$ cat src/rtl/apb_master_arbiter.sv
// Two-requester APB master with round-robin arbitration, one-hot peripheral
// select, Pready wait states and an ACCESS-phase wait-state timeout.
module apb_master_arbiter #(
    parameter int unsigned ADDR_W  = 32,
    parameter int unsigned DATA_W  = 32,
    parameter int unsigned SEL_LSB = 12,
    parameter int unsigned TIMEOUT = 16
) (
    input  logic              Hclk,
    input  logic              Hresetn,
    input  logic              req0,
    input  logic              write0,
    input  logic [ADDR_W-1:0] addr0,
    input  logic [DATA_W-1:0] wdata0,
    output logic              ack0,
    output logic [DATA_W-1:0] rdata0,
    output logic              err0,
    input  logic              req1,
    input  logic              write1,
    input  logic [ADDR_W-1:0] addr1,
    input  logic [DATA_W-1:0] wdata1,
    output logic              ack1,
    output logic [DATA_W-1:0] rdata1,
    output logic              err1,
    output logic [3:0]        Pselx,
    output logic [ADDR_W-1:0] Paddr,
    output logic              Pwrite,
    output logic              Penable,
    output logic [DATA_W-1:0] Pwdata,
    input  logic [DATA_W-1:0] Prdata,
    input  logic              Pready,
    input  logic              Pslverr
);
    localparam int unsigned CNT_W = $clog2(TIMEOUT) + 1;

    typedef enum logic [1:0] {IDLE = 2'd0, SETUP = 2'd1, ACCESS = 2'd2} state_t;

    state_t            state, next_state;
    logic              last_grant, next_grant, pick;
    logic [CNT_W-1:0]  count, next_count;
    logic [3:0]        next_sel;
    logic              next_enable, next_write;
    logic [ADDR_W-1:0] new_addr, next_addr;
    logic [DATA_W-1:0] next_wdata;
    logic              tmo, done;

    // last_grant doubles as the current grant while a transfer is in flight.
    assign pick     = (req0 && req1) ? ~last_grant : req1;
    assign new_addr = pick ? addr1 : addr0;
    assign tmo      = (state == ACCESS) && (count == CNT_W'(TIMEOUT - 1)) && !Pready;
    assign done     = (state == ACCESS) && (Pready || tmo);

    assign ack0   = done && !last_grant;
    assign ack1   = done && last_grant;
    assign rdata0 = (ack0 && Pready) ? Prdata : '0;
    assign rdata1 = (ack1 && Pready) ? Prdata : '0;
    assign err0   = ack0 && (Pready ? Pslverr : 1'b1);
    assign err1   = ack1 && (Pready ? Pslverr : 1'b1);

    always_ff @(posedge Hclk or negedge Hresetn) begin
        if (!Hresetn) begin
            state <= IDLE;
        end else begin
            state <= next_state;
        end
    end

    always_ff @(posedge Hclk or negedge Hresetn) begin
        if (!Hresetn) begin
            last_grant <= 1'b1;
            count      <= '0;
            Pselx      <= '0;
            Penable    <= 1'b0;
            Pwrite     <= 1'b0;
            Paddr      <= '0;
            Pwdata     <= '0;
        end else begin
            last_grant <= next_grant;
            count      <= next_count;
            Pselx      <= next_sel;
            Penable    <= next_enable;
            Pwrite     <= next_write;
            Paddr      <= next_addr;
            Pwdata     <= next_wdata;
        end
    end

    always_comb begin
        next_state  = state;
        next_grant  = last_grant;
        next_count  = count;
        next_sel    = Pselx;
        next_enable = Penable;
        next_write  = Pwrite;
        next_addr   = Paddr;
        next_wdata  = Pwdata;
        case (state)
            IDLE: begin
                if (req0 || req1) begin
                    next_grant = pick;
                    next_addr  = new_addr;
                    next_write = pick ? write1 : write0;
                    next_wdata = pick ? wdata1 : wdata0;
                    next_sel   = 4'b0001 << new_addr[SEL_LSB +: 2];
                    next_state = SETUP;
                end
            end
            SETUP: begin
                next_enable = 1'b1;
                next_count  = '0;
                next_state  = ACCESS;
            end
            ACCESS: begin
                if (done) begin
                    next_sel    = '0;
                    next_enable = 1'b0;
                    next_state  = IDLE;
                end else begin
                    next_count = count + CNT_W'(1);
                end
            end
            default: next_state = IDLE;
        endcase
    end
endmodule

$ cat config.mk
export PLATFORM = sky130hd
export DESIGN_NAME = apb_master_arbiter
export DESIGN_NICKNAME = d
export VERILOG_FILES = /design/src/rtl/apb_master_arbiter.sv
export SDC_FILE = /design/constraint.sdc
export NUM_CORES = 1
export LEC_CHECK = 0
export CORE_AREA = 2 2 119 121
export CTS_CLUSTER_SIZE = 30
export DETAILED_ROUTE_END_ITERATION = 6
export DIE_AREA = 0 0 121 123
export DONT_BUFFER_PORTS = 1
export GPL_TIMING_DRIVEN = 0
export PLACE_DENSITY = 0.55
export RECOVER_POWER = 50
export SYNTH_ARGS = -nofsm -noshare
export SYNTH_HDL_FRONTEND = slang
export SYNTH_SLANG_ARGS = --single-unit
$ cat constraint.sdc
create_clock -name Hclk -period 2.14 [get_ports Hclk]
set_input_delay 0.535 -clock Hclk [delete_from_list [all_inputs] [get_ports Hclk]]
set_output_delay 0.535 -clock Hclk [all_outputs]
set_load 0.03 [all_outputs]
After elaboration in Yosys (flattened, before gate mapping):

Index checks and enable logic that the tools add are counted.
W data, S select, Z words.

* shift-type cells: 1
* bitwise operators: 1
* muxes and demuxes: 17
* add/subtract/negate cells: 1
* eq/ne operators: 6
* reduce and logical (&&, ||, !) cells: 22

Operator list (count)
* $mux W32: 4
* $logic_and A1 B1 Y1: 10
* $pmux W5 S2: 1
* $mux W4: 2
* $pmux W4 S2: 1
* $reduce_and A2 Y1: 4
* $ne A2 B2 Y1 const B: 3
* $pmux W2 S3: 1
* $add A5 B1 Y5 const B: 1
* $eq A5 B4 Y1 const B: 1
* $mux W5: 1
* $mux W1: 4
* $mux W2: 2
* $reduce_bool A2 Y1: 2
* $shl A1 B2 Y4 const A: 1
* $reduce_and A3 Y1: 1
* $eq A2 B1 Y1 const B: 1
* $eq A2 B2 Y1 const B: 1
* $logic_not A1 Y1: 2
* $logic_not A2 Y1: 1
* $logic_or A1 B1 Y1: 2
* $pmux W1 S2: 1
* $not A1 Y1: 1

* bits in registers: 78
* logic and storage cells: 56
* output and inout bits: 138
* bits of input ports: 168

Depth between registers and ports, before layout:

Gate-level depths: netlist (run 1).

* depth after elaboration: 8
* mapped depth: 6
* gate-level depth less buffers: 6

Worst setup path before layout (run 1):

OpenSTA, ideal clock, no wires.

* path type: register to output
* start point: reg count[0]
* end point: out err1
* setup slack: -0.423 ns
* cell stages (with the launch flop): 7
* data required time: 1.605 ns
* arrival time: 2.028 ns
* buffers on the path: 0
* cells stage by stage: dfrtp_1 > ha_1 > and3_1 > ha_1 > or2_0 > and3_1 > nor2b_1

* longest elaborated chain between the ends: 7

RTL lines
* from (decl): line 40 `logic [CNT_W-1:0] count, next_count;`
* from (signal assigned): line 79 `count <= next_count;`
* $eq A5 B4 Y1: line 50 `assign tmo = (state == ACCESS) && (count == CNT_W'(TIMEOUT - 1)) && !Pready;`
* $logic_and A1 B1 Y1 (2 in a row): line 50
* $logic_or A1 B1 Y1: line 51 `assign done = (state == ACCESS) && (Pready || tmo);`
* $logic_and A1 B1 Y1: line 51
* $logic_and A1 B1 Y1: line 54 `assign ack1 = done && last_grant;`
* via ack1: line 22 `output logic ack1,`
* $logic_and A1 B1 Y1: line 58 `assign err1 = ack1 && (Pready ? Pslverr : 1'b1);`
* to (decl): line 24 `output logic err1,`

The timed path passes the listed nets, and every way through them passes these cells.

Final worst setup path (run 1):

Same ends and word-level chain as after synthesis.

==> results of run 1 <==
flip-flops by register name (all words and copies together) (netlist names):
signal / flops
last_grant: 1
Paddr: 32
Pwdata: 32
count: 5
Pwrite: 1
state: 2
Pselx: 4
Penable: 1
cell usage in the layout (no fill, tap or decap), types with 2 or more instances in the layout:
master / Yosys / final
mux2_2: 131 / 131
dfrtp_1: 77 / 77
and2_4: 0 / 54
and2_2: 0 / 10
clkbuf_8: 4 / 9
clkbuf_16: 0 / 9
buf_4: 1 / 8
buf_2: 7 / 7
buf_6: 4 / 5
nand2_1: 6 / 5
mux2i_1: 5 / 5
nand2b_1: 5 / 4
a22o_1: 4 / 4
clkbuf_4: 0 / 3
nor2b_1: 5 / 3
nor2_1: 4 / 3
nor3_1: 4 / 3
o2bb2ai_1: 3 / 3
inv_1: 2 / 2
and3_4: 0 / 2
nand3_1: 2 / 2
a22oi_1: 2 / 2
a21o_1: 2 / 2
inv_6: 0 / 2
what timing repair did:
item                                   in CTS  in global routing
pin swaps                                  37                  6
setup endpoints to repair                  72                 68
gates cloned                                3                  0
buffers inserted                            9                  0
resized for setup                         126                 28
endpoints found under the hold margin      77                 77
area by class of cell:
cell class,count,share of cell area (%)
clock inverter,7,1.51
timing repair buffer,12,2.19
multi-input combinational,254,47.2
tap,180,4.23
clock buffer,9,4.23
buffer,22,3.76
inverter,2,0.141
sequential,78,36.7
path summary, 6_finish.rpt:
check | start | to | slack [ps]
setup reg to reg | count[0] | Pselx[1] | 120
min in group Hclk | Pready | state[1] | 470
hold reg to reg | count[4] | count[4] | 520
setup / recovery | count[0] | err1 | -280
hold / removal | Hresetn | Pwdata[0] | -110
max in group asynchronous | Hresetn | last_grant | 2030
kinds of logic after synthesis:
group	after synthesis	synth area share (%)
flip-flops	78	44.2
adder cells (fa/ha/maj)	2	0.567
buffers and inverters	25	4.00
multiplexers	137	34.8
AO/OA/AOI/OAI	16	3.00
AND/OR/NAND/NOR	99	13.4
report_power, final:
part           internal, uW  total, uW  switching, uW
combinational          1430       2580           1150
clock                   920       1560            644
sequential             2200       4160           1960
worst register-to-register path, stage by stage, from the launching register on:
cell     delay, ps
dfrtp_1        400
ha_2           190
and3_4         180
ha_4           150
or2_4          240
buf_4          150
a22oi_1        410
a22o_1         230
metrics by stage:
step                instance area (sq um)  hold WS [ps]
global placement                     4670           241
floorplan                            4440           239
finish                               5320          -110
detailed placement                   4670           241
CTS                                  5290          -132
global route                         5320          -137
metal layers:
layer | track usage [%] | routed length, um
met2 | 28.7 | 6580
met5 | 0 | 0
met4 | 6.83 | 302
met1 | 16.6 | 4390
met3 | 4.80 | 941
==> summary.txt, run 1 <==
Setup path
  • Number of buffers and inverters on the critical path: 0
  • Max FO, Critical Path: 3
  • Critical path type: reg2out
  • Most Frequent Cell on Critical Path: and3_4
  • WP depth: 6
  • R2R cell count: 7
  • CP top delay family: simple AND/OR/NAND/NOR gates
  • Worst setup EP type: output port
  • CP Launch Type: flip-flop
  • Slowest CP cell: dfrtp_1
  • Critical-path cell list: ha_2, and3_4, ha_4, or2_4, and3_4, nor2b_4
  • Critical Path RT: roughly 1600 ps
  • Crit path DAT: about 1900 ps
  • Max incr delay on CP: 400 ps

Clocking
  • Clk slew on worst S/H paths: roughly 60 ps
  • Sink Count: 78
  • CTS buffer count: 9
  • CTS tree: yes
  • CTS root buf: clkbuf_16
  • Skew-Pair Late Insertion Delay: roughly 330 ps
  • H-tree levels: 3
  • Bufs on Longest Clock Path: 2

Synthesis
  • Synth cell count leaders: mux2_2, dfrtp_1, and2_1
  • YS warnings: 0
  • Async S/R FF share, synth: 100%
  • Flops & latches, synth: slightly below 80
  • Register area share after synthesis: between 40 and 50%
  • Yosys top cell area share: a little over two fifths
  • Synthesized Nets: between 500 and 600
  • Ys flop type: dfrtp_1
  • Post-Syn Area: 4420 sq um
  • Post-synthesis cell count: roughly 360
  • Largest area contributor in the netlist: dfrtp_1
  • Ranking of synthesized cells by area: dfrtp_1, mux2_2, and2_1, clkbuf_8, mux2i_1
  • Most frequent cell after synthesis: mux2_2
  • Post-synthesis average cell area: between 10 and 15 sq um
  • Yosys cell types: 34
  • EDFF count, synth: 0

Cells and area
  • Multi-input logic area: approximately 2500 sq um
  • Register area: 1950 sq um
  • Area grow syn2layout: 20.5%
  • Final non-filler cell total: 564
  • ANT cells: 0
  • Fin nets: between 500 and 600
  • Share of layout cells above drive strength 1: 67.4%
  • Final Core Density: roughly 39%
  • Fillcell total: between 1000 and 1500

Placed design
  • Placed Instances: 537
  • HPWL after DPL: around 9300 um
  • Buffers added on ports: 0
  • Pre-CTS setup slack: -391 ps
  • Routability cong.: 0.774

Detailed routing
  • Drt pass-1 iters: 4
  • Vias: 2893
  • Routed Wire Length: 12200 um
  • DR vias/cell: slightly above 5
  • Post-route ant nets: 0
  • Starting DRT DRC Count: between 100 and 150
  • Routed len/inst: around 22 um
  • # DRC: 0

Floorplan
  • Row count: 43
  • Core box area: 13600 sq um
  • Die width: around 120 um
  • Starting Density: 32.4%
  • Die ar.: about 15000 sq um
  • Die height: 123 um
  • # IOs: 306

Global route
  • Initial antenna violation count: 0
  • Vias in the first global route: 3066
  • Global-route wire length before repair: ~17000 um
  • Largest net degree at the start of global routing: 79
  • Global Route Usage Sum: 15.7%
  • Total grt overflow: 0

STA
  • Fin Setup TNS: -6340 ps
  • # setup viols final: 66
  • Final Max Slew Viols: 0
  • Final Hold Vio Count: 77
  • RSZ-0062 raised after global routing: true
  • Max transition margin: about three fifths
  • Post-layout worst setup margin: -284 ps
  • Final critical path time including I/O delays and setup: between 2000 and 2500 ps
  • Fin crit share: 113%
  • Worst Max-Slew Pin Slew: roughly 580 ps
  • Fmax: 413 MHz
  • Clk_skew: about 4.3 ps
  • Hold_ws: -110 ps

Min path
  • Worst Hold Class: in2async

Power
  • Power, Total: 8300 uW
  • Leak: roughly 0.0022 uW
  • PD cells: 1560 nW/um^2
  • Peak VDD IR: around 730 uV

Outcome
  • Failing checks: negative hold slack, negative setup slack
  • Status: complete, but fails checks

Flow run
  • # Max-Cap Violations: 0
No activity file was read; power rests on OpenSTA's default activity.
==> inputs of run 2 (changes only) <==
--- a/config.mk
+++ b/config.mk
@@ -14,4 +14,5 @@
 export PLACE_DENSITY = 0.55
 export RECOVER_POWER = 50
+export SLEW_MARGIN = 40
 export SYNTH_ARGS = -nofsm -noshare
 export SYNTH_HDL_FRONTEND = slang
==> constraint.sdc (replaced) <==
create_clock -name Hclk -period 2.14 [get_ports Hclk]
set_input_delay 0.214 -clock Hclk [delete_from_list [all_inputs] [get_ports Hclk]]
set_output_delay 0.214 -clock Hclk [all_outputs]
set_load 0.03 [all_outputs]
==> run 2 against run 1 <==
  * The flow finishes with violations (negative setup slack)
  * Sequential power about the same
  * Via count down 1.1%
  * Final cell count down 0.35%
  * Clock power rose by 6%
  * Combinational power decreased by 3%
  * Critical endpoint unchanged
  * Largest cell class unchanged
  * Highest routed layer unchanged
==> summary.txt, run 2 (synthesized netlist as in run 1, its figures left out) <==
Cells and area
  • Share of layout cells above drive strength 1: 65.3% (was 67.4%)
  • Final non-filler cell total: 562 (was 564)
  • Area grow syn2layout: 17.7% (was 20.5%)
  • Top flop regs: Paddr x32, Pwdata x32, count x5 (unchanged)
  • Fin nets: 545 (was 549)
  • Most common cell after layout, fill and taps aside: mux2_2 (unchanged)
  • Commonest cells after routing, fill and taps aside: mux2_2, dfrtp_1, and2_2 (was mux2_2, dfrtp_1, and2_4)
  • Fillcell total: 1314 (was 1305)

STA
  • Final Max Slew Viols: 0 (unchanged)
  • Hold_ws: 144 ps (was -110 ps)
  • Final critical path time including I/O delays and setup: 2170 ps (was 2420 ps)
  • # setup viols final: 1 (was 66)
  • Clk_skew: 5.37 ps (was 4.25 ps)
  • Fin Setup TNS: -29.7 ps (was -6340 ps)
  • Fmax: 461 MHz (was 413 MHz)
  • Worst Max-Slew Pin Slew: 1070 ps (was 581 ps)
  • RSZ-0062 raised after global routing: true (unchanged)
  • Max transition margin: 28.6% (was 61.0%)
  • Fin crit share: 101% (was 113%)
  • Post-layout worst setup margin: -29.7 ps (was -284 ps)
  • Final Hold Vio Count: 0 (was 77)

Floorplan
  • # IOs: 306 (unchanged)
  • Core box area: 13600 sq um (unchanged)
  • Die ar.: 14900 sq um (unchanged)
  • Starting Density: 32.4% (unchanged)
  • Row count: 43 (unchanged)
  • Die width: 121 um (unchanged)
  • Die height: 123 um (unchanged)

Setup path
  • Max incr delay on CP: 400 ps (about the same)
  • Slowest CP cell: dfrtp_1 (unchanged)
  • CP top delay family: simple AND/OR/NAND/NOR gates (unchanged)
  • Reg2reg end: Pselx[3] (was Pselx[1])
  • Worst R2R Setup Slack: 120 ps (about the same)
  • FF-to-FF Start: count[1] (was count[0])
  • Critical Path RT: 1930 ps (was 1600 ps)
  • CP Launch Type: flip-flop (unchanged)
  • Max FO, Critical Path: 5 (was 3)
  • Critical path type: reg2out (unchanged)
  • Critical-path cell list: ha_4, and3_4, ha_4, or2_4, and3_4, nor2b_4 (was ha_2, and3_4, ha_4, or2_4, and3_4, nor2b_4)
  • Worst setup EP type: output port (unchanged)
  • Number of buffers and inverters on the critical path: 0 (unchanged)
  • R2R cell count: 7 (unchanged)
  • Crit path launch: count[1] (was count[0])
  • Crit path DAT: 1960 ps (was 1890 ps)

Clocking
  • Sink Count: 78 (unchanged)
  • CTS buffer count: 9 (unchanged)
  • Clk slew on worst S/H paths: 60 ps (about the same)
  • Skew-Pair Late Insertion Delay: 340 ps (was 330 ps)
  • CTS tree: yes (unchanged)
  • Bufs on Longest Clock Path: 2 (unchanged)
  • H-tree levels: 3 (unchanged)
  • CTS root buf: clkbuf_16 (unchanged)

Detailed routing
  • Routed len/inst: 20.2 um (was 21.7 um)
  • Vias: 2861 (was 2893)
  • # DRC: 0 (unchanged)
  • Drt pass-1 iters: 4 (unchanged)
  • Post-route ant nets: 0 (unchanged)
  • DR vias/cell: 5.09 (was 5.13)
  • Starting DRT DRC Count: 122 (was 106)
  • Routed Wire Length: 11400 um (was 12200 um)

Min path
  • WHS Path Cells: 2
  • Hold Crit Start: Pready
  • WHS Endpoint: state[1]
  • Worst Hold Class: in2reg (was in2async)

Placed design
  • Pre-CTS setup slack: -310 ps (was -391 ps)
  • Routability cong.: 0.766 (was 0.774)
  • HPWL after DPL: 8490 um (was 9330 um)
  • Placed Instances: 537 (unchanged)
  • Buffers added on ports: 0 (unchanged)

Global route
  • Global-route wire length before repair: 16300 um (was 17300 um)
  • Vias in the first global route: 3003 (was 3066)
  • Global Route Usage Sum: 14.6% (was 15.7%)
  • Largest net degree at the start of global routing: 79 (unchanged)
  • Initial antenna violation count: 1 (was 0)
  • Total grt overflow: 0 (unchanged)

Power
  • Leak: 0.00216 uW (was 0.00222 uW)
  • Sw Pwr: 3710 uW (was 3750 uW)
  • Clock power share: 19.9% (was 18.8%)
  • Peak VDD IR: 743 uV (was 731 uV)
  • Pint: 4580 uW (was 4550 uW)
  • PD cells: 1590 nW/um^2 (was 1560 nW/um^2)
  • Seq pwr share: 50.0% (was 50.1%)
  • Net Sw Frac: 44.7% (was 45.2%)
  • Comb power frac: 30.0% (was 31.1%)
  • Power, Total: 8280 uW (was 8300 uW)

Outcome
  • Failing checks: negative setup slack (was negative hold slack, negative setup slack)
  • Status: complete, but fails checks (unchanged)

Flow run
  • # Max-Cap Violations: 0 (unchanged)
[run 2: cell types whose count changed in the layout (fill, tap and decap cells not counted), moves of 2 or more]
| cell | before | now |
|---|---|---|
| and2_4 | 54 | 0 |
| and2_1 | 1 | 5 |
| and2_2 | 10 | 60 |
| diode_2 | 0 | 2 |
| clkbuf_8 | 9 | 5 |
| clkbuf_4 | 3 | 1 |
| clkbuf_2 | 0 | 3 |
[run 2: worst max-delay path by stage]
stage           end  slack, ps  cells after the start
3_5_place_dp   err1       -310                      6
2_1_floorplan  err1         30                      6
5_1_grt        err1        -70                      6
4_1_cts        err1        -50                      6
3_3_place_gp   err1       -310                      6
6_report       err1        -30                      6
[run 2: power groups by stage]
stage	Combinational [uW]	Clock (uW)	Sequential, uW
global route	2730	1770	4260
detailed placement	2370	0	4160
finish	2490	1650	4150
floorplan	2010	0	3950
CTS	2480	1720	4150
global placement	2300	0	4180
[run 2: timing repair]
item,in CTS,in global routing
pin swaps,1,2
resized for setup,80,13
endpoints found under the setup margin,66,70
hold buffers,2,0
cloned,0,0
hold endpoints to repair,78,0
setup buffers,2,3
[run 2: routing by layer]
| metal | up-vias | global-route usage [%] | share of wire, % |
|---|---|---|---|
| met5 | - | 0 | 0 |
| met4 | 0 | 7.12 | 2.9 |
| met3 | 16 | 5.03 | 8.6 |
| met2 | 180 | 25.4 | 52 |
| met1 | 1376 | 16.0 | 36 |
| li1 | 1289 | - | - |
[run 2: through the flow]
stage          utilization (%)  cell area (sq um)
4_1_cts                   37.9               5160
3_3_place_gp              34.1               4650
2_1_floorplan                -               4420
3_5_place_dp              34.1               4650
5_1_grt                   38.2               5200
6_report                  38.2               5200
[run 2: area by class of cell]
class                      count  area [sq um]  share of cell area (%)
antenna                        2          5.00                  0.0963
buffer                        23           184                    3.54
clock buffer                  11           243                    4.67
clock inverter                 5          81.3                    1.56
inverter                       2          7.51                   0.144
multi-input combinational    254          2440                    47.0
sequential                    78          1950                    37.6
tap                          180           225                    4.33
timing repair buffer           7          55.1                    1.06
